==> config.mk <==
export PLATFORM = sky130hd
export DESIGN_NAME = hdmi_period_scheduler
export DESIGN_NICKNAME = d
export VERILOG_FILES = /design/src/rtl/hdmi_pkg.sv /design/src/rtl/hdmi_raster_counter.sv /design/src/rtl/hdmi_period_scheduler.sv
export SDC_FILE = /design/constraint.sdc
export NUM_CORES = 1
export LEC_CHECK = 0
export ABC_AREA = 1
export BUFFER_PORTS_ARGS = -buffer_cell sky130_fd_sc_hd__buf_2
export CAP_MARGIN = 25
export CORE_MARGIN = 2
export CORE_UTILIZATION = 35
export DETAILED_ROUTE_END_ITERATION = 16
export SKIP_LAST_GASP = 1
export SYNTH_ARGS = -nofsm -noshare
export SYNTH_HDL_FRONTEND = slang
export SYNTH_SLANG_ARGS = --single-unit
==> constraint.sdc <==
create_clock -name pixclk -period 2.3 [get_ports pixclk]
set_input_delay 0.23 -clock pixclk [delete_from_list [all_inputs] [get_ports pixclk]]
set_output_delay 0.23 -clock pixclk [all_outputs]
set_load 0.1 [all_outputs]
==> src/rtl/hdmi_pkg.sv <==
// Shared definitions for the HDMI period scheduler.
//   - mode_e         : channel period encoding carried on the mode output
//   - DEF_*          : default 640x480@60 raster timing
//   - PREAMBLE_LEN / GUARD_LEN : length of the pre-video periods
//   - CTL_VIDEO_PRE  : CTL3..CTL0 during a video preamble
//   - GUARD_CH*      : TMDS video guard-band characters for the encoder
// Build option: HDMI_GUARD_BAND_EN (see hdmi_period_scheduler.sv).
package hdmi_pkg;

  typedef enum logic [1:0] {
    MODE_CONTROL  = 2'd0,
    MODE_PREAMBLE = 2'd1,
    MODE_GUARD    = 2'd2,
    MODE_VIDEO    = 2'd3
  } mode_e;

  localparam int DEF_H_ACTIVE     = 640;
  localparam int DEF_H_TOTAL      = 800;
  localparam int DEF_H_SYNC_START = 656;
  localparam int DEF_H_SYNC_END   = 752;
  localparam int DEF_V_ACTIVE     = 480;
  localparam int DEF_V_TOTAL      = 525;
  localparam int DEF_V_SYNC_START = 490;
  localparam int DEF_V_SYNC_END   = 492;

  // Preamble occupies the 8 clocks before the 2 guard clocks that end a line.
  localparam int PREAMBLE_LEN = 8;
  localparam int GUARD_LEN    = 2;

  localparam logic [3:0] CTL_VIDEO_PRE = 4'b0001;

  // Guard-band characters: channels 0 and 2 share one, channel 1 differs.
  localparam logic [9:0] GUARD_CH0_CH2 = 10'b1011001100;
  localparam logic [9:0] GUARD_CH1     = 10'b0100110011;

endpackage

==> src/rtl/hdmi_raster_counter.sv <==
// Raster position counter.
//   i_clk    : pixel clock
//   i_rst    : asynchronous active-high reset, clears the position to (0,0)
//   i_enable : advance one pixel per cycle when high, hold when low
//   o_cx     : horizontal position 0..H_TOTAL-1
//   o_cy     : vertical position 0..V_TOTAL-1, steps when o_cx wraps
module hdmi_raster_counter #(
  parameter int H_TOTAL = 800,
  parameter int V_TOTAL = 525
) (
  input  logic       i_clk,
  input  logic       i_rst,
  input  logic       i_enable,
  output logic [9:0] o_cx,
  output logic [9:0] o_cy
);

  logic [9:0] r_cx;
  logic [9:0] r_cy;

  always_ff @(posedge i_clk or posedge i_rst) begin
    if (i_rst) begin
      r_cx <= '0;
      r_cy <= '0;
    end else if (i_enable) begin
      if (r_cx == 10'(H_TOTAL - 1)) begin
        r_cx <= '0;
        r_cy <= (r_cy == 10'(V_TOTAL - 1)) ? '0 : r_cy + 10'd1;
      end else begin
        r_cx <= r_cx + 10'd1;
      end
    end
  end

  assign o_cx = r_cx;
  assign o_cy = r_cy;

endmodule

==> src/rtl/hdmi_period_scheduler.sv <==
// HDMI channel period scheduler: walks the raster and tells the TMDS encoder
// which period (control, preamble, guard band, video) each pixel clock is.
//   pixclk      : pixel clock, the only clock
//   rst         : asynchronous active-high reset
//   enable      : raster advance enable; low holds position and idles outputs
//   mode        : CONTROL=0, PREAMBLE=1, GUARD=2, VIDEO=3
//   ctl         : CTL3..CTL0 for channels 1/2 during control periods
//   hsync/vsync : sync levels for channel 0 control data
//   pix_x/pix_y : raster coordinate matching the current mode
//   frame_start : one-cycle pulse on the (0,0) output
// All outputs are registered and lag the raster counter by one cycle.
// Build option: define HDMI_GUARD_BAND_EN to emit preamble and guard-band
// periods ahead of each active line; without it (DVI) those clocks stay
// CONTROL with ctl=0.
module hdmi_period_scheduler
  import hdmi_pkg::*;
#(
  parameter int H_ACTIVE     = DEF_H_ACTIVE,
  parameter int H_TOTAL      = DEF_H_TOTAL,
  parameter int H_SYNC_START = DEF_H_SYNC_START,
  parameter int H_SYNC_END   = DEF_H_SYNC_END,
  parameter int V_ACTIVE     = DEF_V_ACTIVE,
  parameter int V_TOTAL      = DEF_V_TOTAL,
  parameter int V_SYNC_START = DEF_V_SYNC_START,
  parameter int V_SYNC_END   = DEF_V_SYNC_END
) (
  input  logic       pixclk,
  input  logic       rst,
  input  logic       enable,
  output logic [1:0] mode,
  output logic [3:0] ctl,
  output logic       hsync,
  output logic       vsync,
  output logic [9:0] pix_x,
  output logic [9:0] pix_y,
  output logic       frame_start
);

  logic [9:0] w_cx;
  logic [9:0] w_cy;
  logic       w_video;
  logic       w_hsync;
  logic       w_vsync;
  logic       w_frame_start;
  logic       w_preamble;
  logic       w_guard;
  mode_e      w_mode;
  logic [3:0] w_ctl;

  mode_e      r_mode;
  logic [3:0] r_ctl;
  logic       r_hsync;
  logic       r_vsync;
  logic [9:0] r_pix_x;
  logic [9:0] r_pix_y;
  logic       r_frame_start;

  hdmi_raster_counter #(
    .H_TOTAL (H_TOTAL),
    .V_TOTAL (V_TOTAL)
  ) u_counter (
    .i_clk    (pixclk),
    .i_rst    (rst),
    .i_enable (enable),
    .o_cx     (w_cx),
    .o_cy     (w_cy)
  );

  assign w_video       = (w_cx < 10'(H_ACTIVE)) && (w_cy < 10'(V_ACTIVE));
  assign w_hsync       = (w_cx >= 10'(H_SYNC_START)) && (w_cx < 10'(H_SYNC_END));
  assign w_vsync       = (w_cy >= 10'(V_SYNC_START)) && (w_cy < 10'(V_SYNC_END));
  assign w_frame_start = (w_cx == 10'd0) && (w_cy == 10'd0);

`ifdef HDMI_GUARD_BAND_EN
  // The last line of the frame counts as preceding active line 0, so the
  // vertical wrap is applied before the active test.
  logic [9:0] w_cy_next;
  logic       w_next_active;

  assign w_cy_next     = (w_cy == 10'(V_TOTAL - 1)) ? 10'd0 : w_cy + 10'd1;
  assign w_next_active = w_cy_next < 10'(V_ACTIVE);
  assign w_preamble    = w_next_active
                         && (w_cx >= 10'(H_TOTAL - PREAMBLE_LEN - GUARD_LEN))
                         && (w_cx <  10'(H_TOTAL - GUARD_LEN));
  assign w_guard       = w_next_active && (w_cx >= 10'(H_TOTAL - GUARD_LEN));
`else
  assign w_preamble    = 1'b0;
  assign w_guard       = 1'b0;
`endif

  always_comb begin
    w_mode = MODE_CONTROL;
    w_ctl  = 4'd0;
    if (w_video) begin
      w_mode = MODE_VIDEO;
    end else if (w_preamble) begin
      w_mode = MODE_PREAMBLE;
      w_ctl  = CTL_VIDEO_PRE;
    end else if (w_guard) begin
      w_mode = MODE_GUARD;
    end
  end

  // Coordinates always track the (possibly held) counter; the period and
  // sync outputs idle while the raster is paused.
  always_ff @(posedge pixclk or posedge rst) begin
    if (rst) begin
      r_mode        <= MODE_CONTROL;
      r_ctl         <= '0;
      r_hsync       <= 1'b0;
      r_vsync       <= 1'b0;
      r_pix_x       <= '0;
      r_pix_y       <= '0;
      r_frame_start <= 1'b0;
    end else begin
      r_pix_x <= w_cx;
      r_pix_y <= w_cy;
      if (enable) begin
        r_mode        <= w_mode;
        r_ctl         <= w_ctl;
        r_hsync       <= w_hsync;
        r_vsync       <= w_vsync;
        r_frame_start <= w_frame_start;
      end else begin
        r_mode        <= MODE_CONTROL;
        r_ctl         <= '0;
        r_hsync       <= 1'b0;
        r_vsync       <= 1'b0;
        r_frame_start <= 1'b0;
      end
    end
  end

  assign mode        = r_mode;
  assign ctl         = r_ctl;
  assign hsync       = r_hsync;
  assign vsync       = r_vsync;
  assign pix_x       = r_pix_x;
  assign pix_y       = r_pix_y;
  assign frame_start = r_frame_start;

endmodule

==> summary by stage, run 1 <==
Worst setup path
The endpoint arrival time on the critical path is 1.66 ns. The start point of the critical path is u_counter.o_cx[1]. The data required time at the worst endpoint is 2.49 ns.

Along the worst path, the maximum fanout reaches 5. STA classifies the critical path endpoint as a flip-flop. The type of element launching the critical path is a flip-flop. The startpoint of the most critical register-to-register path is u_counter.o_cx[1]. The worst setup path is of the flip-flop to flip-flop kind.

Finish
In the final design database the tool counted 247 nets. Relative to the synthesized area, the layout overhead comes to 15.8%. The number of fill cells in the layout is between 500 and 600.

Summing all multi-input logic gate instances after layout gives about 700 um2. The fraction of layout cells with a size suffix above 1 is a little under a fifth. The total area of sequential cells is around 1100 um2. The final cell count without fillers is about 310. 0 antenna diodes ended up in the layout.

Clocking
For the worst-skew pair, the clock arrives at the later sink with an insertion delay of 0.29 ns. Buffers inserted to repair hold after CTS numbered 1. In this run the clock root is driven by a sky130_fd_sc_hd__clkbuf_8. The H-tree was split into 2 levels.

The CTS tree is done. After clock tree synthesis, the clock-pin slew on the worst setup and hold paths is 0.08 ns. The number of setup buffers added after CTS is 0. Gates resized during post-CTS repair numbered 0. The total clock buffers created by CTS is 5. In this run the deepest clock path goes through 2 buffers. The total number of clock tree sinks is 44.

Drt
After the first detailed-routing iteration, the DRC count stood at a little under 70. The vias after detailed routing is roughly 1400. The number of remaining DRC errors is 0. The number of iterations in the first detailed-routing pass is 4. The post-detailed-route count of antenna-violating nets is 0. In the final routed layout, each cell accounts on average for between 10 and 15 um. After detailed routing, the number of vias per cell comes to 4.42. The routed wire length is between 3000 and 4000 um.

Yosys
The distinct cell type count after synthesis is 24. The cell area after synthesis is about 1900 um2. The cell count after synthesis is between 200 and 250.

In this run, synthesis produced a sequential element count of 44. During synthesis, Yosys emitted a total of 0 warnings. Sequential cells were found to cover between 50 and 60% of the synthesized design area.

A synthesized cell averages between 9 and 10 um2.

Place
Routability-driven placement finished with a final weighted congestion of between 0.8 and 0.9. Port buffering added 27 buffers. Including well taps, the total number of placed cells is about 300.

Once detailed placement completed, the half-perimeter wirelength came to around 2600 um.

Pwr
Dividing total power by cell area gives a power density of 1170 nW/um2. VDD sags by at most roughly 0.00057 V. The clock network accounts for between 10% and 20% of the total power.

The internal power is 1.33 mW. The fraction of power consumed by sequential logic is about 41%. The total net switching power is between 1 and 1.5 mW.

The fraction of power spent switching nets is 49.3%. The analysis attributes to cell leakage a power of about 1.2 nW. Combinational cells account for around two fifths of the total power. The design draws roughly 2.6 mW.

GRT
The first global-routing pass estimated a little under 6000 um of wire. The global-route usage over all layers is 12.4%. The initial antenna violation count is 0. The via count of the first global-routing pass is ~1300. The total congestion overflow after global routing is 0. The maximum number of pins on one net before global-route repair is 18.

Timing
Setup repair after global routing left no endpoint under its margin. Based on the critical path, the design can be clocked at up to approximately 0.68 GHz. After layout, the minimum clock period comes to 1.46 ns. The final hold violation count was 0. In this run the tightest slew margin relative to its limit is between 60% and 70%.

The setup violation total in the final timing report is 0. The number of slew-limit violations in the final report is 0. For the pin with the worst max-slew slack, the measured transition is 0.545 ns. The worst clock skew is roughly 0.0037 ns. Dividing the final minimum period by the clock period gives between 60 and 70%. Setup total negative slack on the finished layout was measured at 0 ns.

Floorplanning
The number of primary I/O pins is 32. The number of cell rows is 27. The floorplan core area is ~5400 um2.

The initial utilization of the core area, before any placement, comes to a little over a third. The overall die height is about 78 um. The die outline area is approximately 6100 um2. From left edge to right edge, the die measures a little under 80 um.

Job
The reported max-cap violation count is 0.

Hold path
The worst hold path belongs to the class primary input to flip-flop. The startpoint identified for the worst hold timing path is enable.

Run status
The run finished with clean final reports.
==> path summary, 6_finish.rpt <==
kind / endpoint / slack [ns] / cells past startpoint
max reg2reg: u_counter.o_cx[9] / 0.84 / 8
max in group asynchronous: pix_x[2] / 1.29 / 4
min reg2reg: pix_x[2] / 0.43 / 0
min in group asynchronous: u_counter.o_cy[9] / 0.45 / 3
max: u_counter.o_cx[9] / 0.84 / 8
min: hsync / 0.30 / 3
==> registers in the layout (all words and copies together) (netlist names) <==
signal and cells:
pix_y 10, pix_x 10, vsync 1, frame_start 1
hsync 1, u_counter.o_cx 10, u_counter.o_cy 10, mode 1
==> final cells by class <==
class | instances | area share [%]
Clock inverter | 2 | 0.446
Sequential cell | 44 | 49.1
Clock buffer | 6 | 3.68
Tap cell | 72 | 4.02
Timing Repair Buffer | 30 | 7.14
Multi-Input combinational cell | 132 | 31.1
Inverter | 27 | 4.52
==> placed cells by master, fill, tap and decap left out, drive strengths merged <==
| cell type | instances |
|---|---|
| xor2 | 9 |
| nor3b | 1 |
| dlygate4sd3 | 1 |
| ha | 4 |
| nor4 | 2 |
| and2 | 1 |
| conb | 4 |
| dfrtp | 44 |
| buf | 29 |
| nor2 | 24 |
| clkinv | 3 |
| nand3b | 2 |
| clkbuf | 6 |
| nand2 | 46 |
| nand3 | 22 |
| inv | 26 |
| o21ai | 6 |
| nand4 | 4 |
| nor3 | 7 |
==> cell usage after synthesis, drive strengths merged <==
cell type  count  share of area [%]
nand2         46                9.0
conb           1               0.19
dfrtp         44                 57
and2           1               0.32
nand3b         2               0.78
o21ai          6                1.6
buf            7                2.5
nor4           2               0.65
nand4          4                1.9
nand3         22                5.9
nor3           7                1.8
xor2           9                4.1
nor2          24                6.1
inv           27                5.2
nor3b          1               0.39
ha             4                2.6
==> through the flow <==
stage	util, %	instance area, um2	hold WS (ns)	worst slack [ns]
detailed placement	39.3	2140	0.238	0.842
finish	41.2	2240	0.297	0.836
global placement	39.3	2140	0.236	0.850
floorplan	-	1950	0.349	0.746
CTS	41.2	2240	0.287	0.829
global route	41.2	2240	0.317	0.615
==> per-layer routing <==
layer  GRT usage [%]  routed length, um
met1            16.8               1690
met4            4.74                 61
met2            18.8               1520
met3            3.91                174
met5               0                  0
==> worst max-delay path, stage by stage, from the launching register on <==
cell and delay (ns):
sky130_fd_sc_hd__dfrtp_1 0.40, sky130_fd_sc_hd__ha_1 0.20, sky130_fd_sc_hd__nand2_2 0.09, sky130_fd_sc_hd__nor2_8 0.14
sky130_fd_sc_hd__nand3_2 0.13, sky130_fd_sc_hd__nor2_2 0.18, sky130_fd_sc_hd__inv_1 0.09, sky130_fd_sc_hd__nand2_1 0.08
sky130_fd_sc_hd__nor2_1 0.04
==> kinds of logic after synthesis <==
family,share of synthesized area (%)
and+or+nand+nor,27.0
DFF,56.9
buffers and inverters,7.69
xor gates and xnor gates,4.07
AOI/OAI and AO/OA,1.55
adders and majority gates,2.59
other,0.194
==> power by group through the flow <==
| stage | sequential, mW | clock [mW] | combinational (mW) |
|---|---|---|---|
| final | 1.07 | 0.493 | 1.07 |
| after global routing | 1.10 | 0.545 | 1.13 |
| after CTS | 1.07 | 0.509 | 1.07 |
| after detailed placement | 1.09 | 0 | 1.07 |
| after global placement | 1.08 | 0 | 1.06 |
| after floorplan | 1.65 | 0 | 0.338 |
No activity file was read; power rests on OpenSTA's default activity.
==> inputs of run 2 (changes only) <==
==> constraint.sdc (replaced) <==
create_clock -name pixclk -period 1.4 [get_ports pixclk]
set_input_delay 0.14 -clock pixclk [delete_from_list [all_inputs] [get_ports pixclk]]
set_output_delay 0.14 -clock pixclk [all_outputs]
set_load 0.1 [all_outputs]
==> summary by stage, run 2 (same netlist as run 1, synthesis figures left out) <==
Floorplanning
The number of primary I/O pins is 32 (unchanged). The overall die height is 78.4 um (unchanged). The die outline area is 6140 um2 (unchanged).

The initial core utilization came to 35.6% (unchanged). The horizontal extent of the die is 78.4 um (unchanged). The floorplan core area is 5440 um2 (unchanged). The number of cell rows came to 27 (unchanged).

Timing
The maximum achievable frequency was 0.731 GHz (+7.0%). The transition time at the pin with the least slew margin came to 0.688 ns (+0.143 ns). The worst clock skew came to 0.00939 ns (+0.00565 ns). The setup violation total in the final timing report is 0 (unchanged). The number of slew-limit violations in the final report is 0 (unchanged).

Setup repair after global routing could not meet its margin everywhere. The post-layout minimum cycle time is 1.37 ns (-0.0959 ns). The summed negative setup slack over all endpoints is 0 ns (unchanged). The final cycle utilization of the critical path came to 97.7% (+34 points). The final hold violation count is 0 (unchanged).

The worst slew margin relative to its limit is 53.9% (-9.6 points). The final hold slack is 0.214 ns (-0.0824 ns).

Job
The reported max-cap violation count is 0 (unchanged).

Finish
The total area of sequential cells is 1100 um2 (+0.23%). The top cell types in the final layout, fill and taps aside, are sky130_fd_sc_hd__nand2_1, sky130_fd_sc_hd__dfrtp_1, sky130_fd_sc_hd__buf_2. The final cell count without fillers was 334 (+6.7%). The number of fill cells in the layout was 512 (-1.3%). The core occupancy in the finished layout came to 46.2% (+4.9 points). The final antenna diode count was 0 (unchanged). The layout net count is 268 (+8.5%). The most common cell after layout, fill and taps aside is sky130_fd_sc_hd__nand2_1. From synthesis to final layout, the design area changed by 29.7%. The combined area of the multi-input logic cells was 798 um2 (+15%). The fraction of layout cells with a size suffix above 1 is 30.5% (+12 points). The cell area after layout is 2510 um2 (+12%).

Drt
The vias after detailed routing is 1502 (+8.7%). The post-detailed-route count of antenna-violating nets was 0 (unchanged). The number of remaining DRC errors came to 0 (unchanged).

The routed wire length is 3890 um (+13%). The detailed-route vias per instance was 4.50 (+1.8%). The number of iterations in the first detailed-routing pass is 4 (unchanged). The initial detailed-routing violation count is 129 (+90%). The average routed wire per standard cell is 11.6 um (+5.9%).

Clocking
The maximum buffer depth of the clock tree is 2 (unchanged). The count of H-tree levels built during CTS is 2 (unchanged). The total clock buffers created by CTS is 5 (unchanged). The register clock-pin slew on the reported worst setup and hold paths is 0.08 ns (about the same). The clock insertion delay at the later pin of the skew report was 0.30 ns (about the same). The CTS tree is done. The cell at the root of the clock tree is sky130_fd_sc_hd__clkbuf_8.

The total number of clock tree sinks came to 44 (unchanged).

Worst setup path
The cell type with the highest occurrence count on the critical path is sky130_fd_sc_hd__nand2_1. On the critical path, the stage with the largest delay is an instance of sky130_fd_sc_hd__dfrtp_1. The largest delay contributor family on the critical path is simple AND/OR/NAND/NOR gates. The data required time at the worst endpoint came to 1.59 ns (-0.90 ns). The category of the worst setup path capture point is a flip-flop. The peak per-stage delay on the critical path is 0.40 ns (about the same). The largest driver fanout on the critical path is 8 (+3). The critical path start-end classification is flip-flop to flip-flop.

The endpoint arrival time on the critical path is 1.55 ns (-0.11 ns). The buffering stage count on the worst path with inverters included is 1 (unchanged). The worst setup path is launched from a flip-flop.

The signal on the critical path passes through ha_4 > nand2_4 > nor2_8 > buf_4 > nand4_4 > nand2_1 > nand2_1.

GRT
The total congestion overflow after global routing is 0 (unchanged). The maximum number of pins on one net before global-route repair is 22 (+4). The global-route usage over all layers is 13.1% (+0.66 points). The initial antenna violation count is 0 (unchanged). The via count of the first global-routing pass was 1384 (+7.7%). The wire length of the first global-routing pass came to 6300 um (+6.2%).

Pwr
The power density over the cells is 1900 nW/um2 (+62%). The maximum vdd ir drop is 0.00120 V (+110%). The reported leakage power is 1.30 nW (+9.4%).

Place
The placed cell area is 2250 um2 (+5.3%). The HPWL after detailed placement came to 2720 um (+6.6%). The number of instances in the placed design came to 319 (+4.9%). The final RePlAce weighted congestion was 0.805 (-5.0%).

The total of buffers placed on input and output ports came to 27 (unchanged).

Hold path
The worst hold path belongs to the class primary input to flip-flop.

Run status
The run finished with clean final reports.
==> run 2: cell count changes in the layout (fill, tap and decap cells not counted), sizes merged <==
cell    change
clkinv      -1
buf        +20
bufinv      +1
nor2        +1
==> run 2: path summary, 6_finish.rpt <==
kind	startpoint	endpoint	cells after the start	slack [ns]
setup / recovery	u_counter.o_cx[1]	u_counter.o_cy[3]	7	0.03
hold / removal	enable	u_counter.o_cx[1]	2	0.21
setup reg to reg	u_counter.o_cx[1]	u_counter.o_cy[3]	7	0.03
hold reg to reg	u_counter.o_cx[2]	pix_x[2]	0	0.41
max in group asynchronous	rst	u_counter.o_cy[0]	4	0.44
min in group asynchronous	rst	pix_y[9]	3	0.40
==> run 2: layer usage <==
layer  share of wire, %  GRT usage (%)
met1                 49           18.3
met2                 45           19.9
met4                1.6           4.74
met5                  0              0
met3                4.6           3.10
==> run 2: metrics by stage <==
| step | power [mW] | setup WS [ns] |
|---|---|---|
| 2_1_floorplan | 3.27 | 0.135 |
| 3_3_place_gp | 3.71 | -0.00317 |
| 3_5_place_dp | 3.73 | -0.00916 |
| 4_1_cts | 4.68 | 0.00167 |
| 5_1_grt | 4.99 | -0.0646 |
| 6_report | 4.76 | 0.0317 |
==> run 2: worst register-to-register path, stage by stage, from the launching register on <==
cell and delay [ns]:
sky130_fd_sc_hd__dfrtp_1 0.40, sky130_fd_sc_hd__ha_4 0.16, sky130_fd_sc_hd__nand2_4 0.06, sky130_fd_sc_hd__nor2_8 0.17, sky130_fd_sc_hd__buf_4 0.14, sky130_fd_sc_hd__nand4_4 0.17
sky130_fd_sc_hd__nand2_1 0.10, sky130_fd_sc_hd__nand2_1 0.06
==> run 2: cell type report <==
cell class | instances | area share (%)
Sequential cell | 44 | 43.9
Inverter | 27 | 4.04
Clock buffer | 6 | 2.89
Tap cell | 72 | 3.59
Multi-Input combinational cell | 133 | 31.8
Clock inverter | 2 | 1.40
Timing Repair Buffer | 50 | 12.4
==> run 2: power by group <==
group	leakage, nW	internal (mW)	switching, mW
combinational	0.691	0.452	1.66
clock	0.0552	0.530	0.422
sequential	0.549	1.53	0.170
total	1.30	2.51	2.25
==> run 2: what timing repair did <==
item / 4_1_cts / 5_1_grt
resized for setup: 1 / 20
endpoints found under the setup margin: 1 / 16
setup buffers: 1 / 4
pin swaps: 0 / 9
hold buffers: 1 / 0
cloned: 0 / 1
hold endpoints to repair: 18 / 0
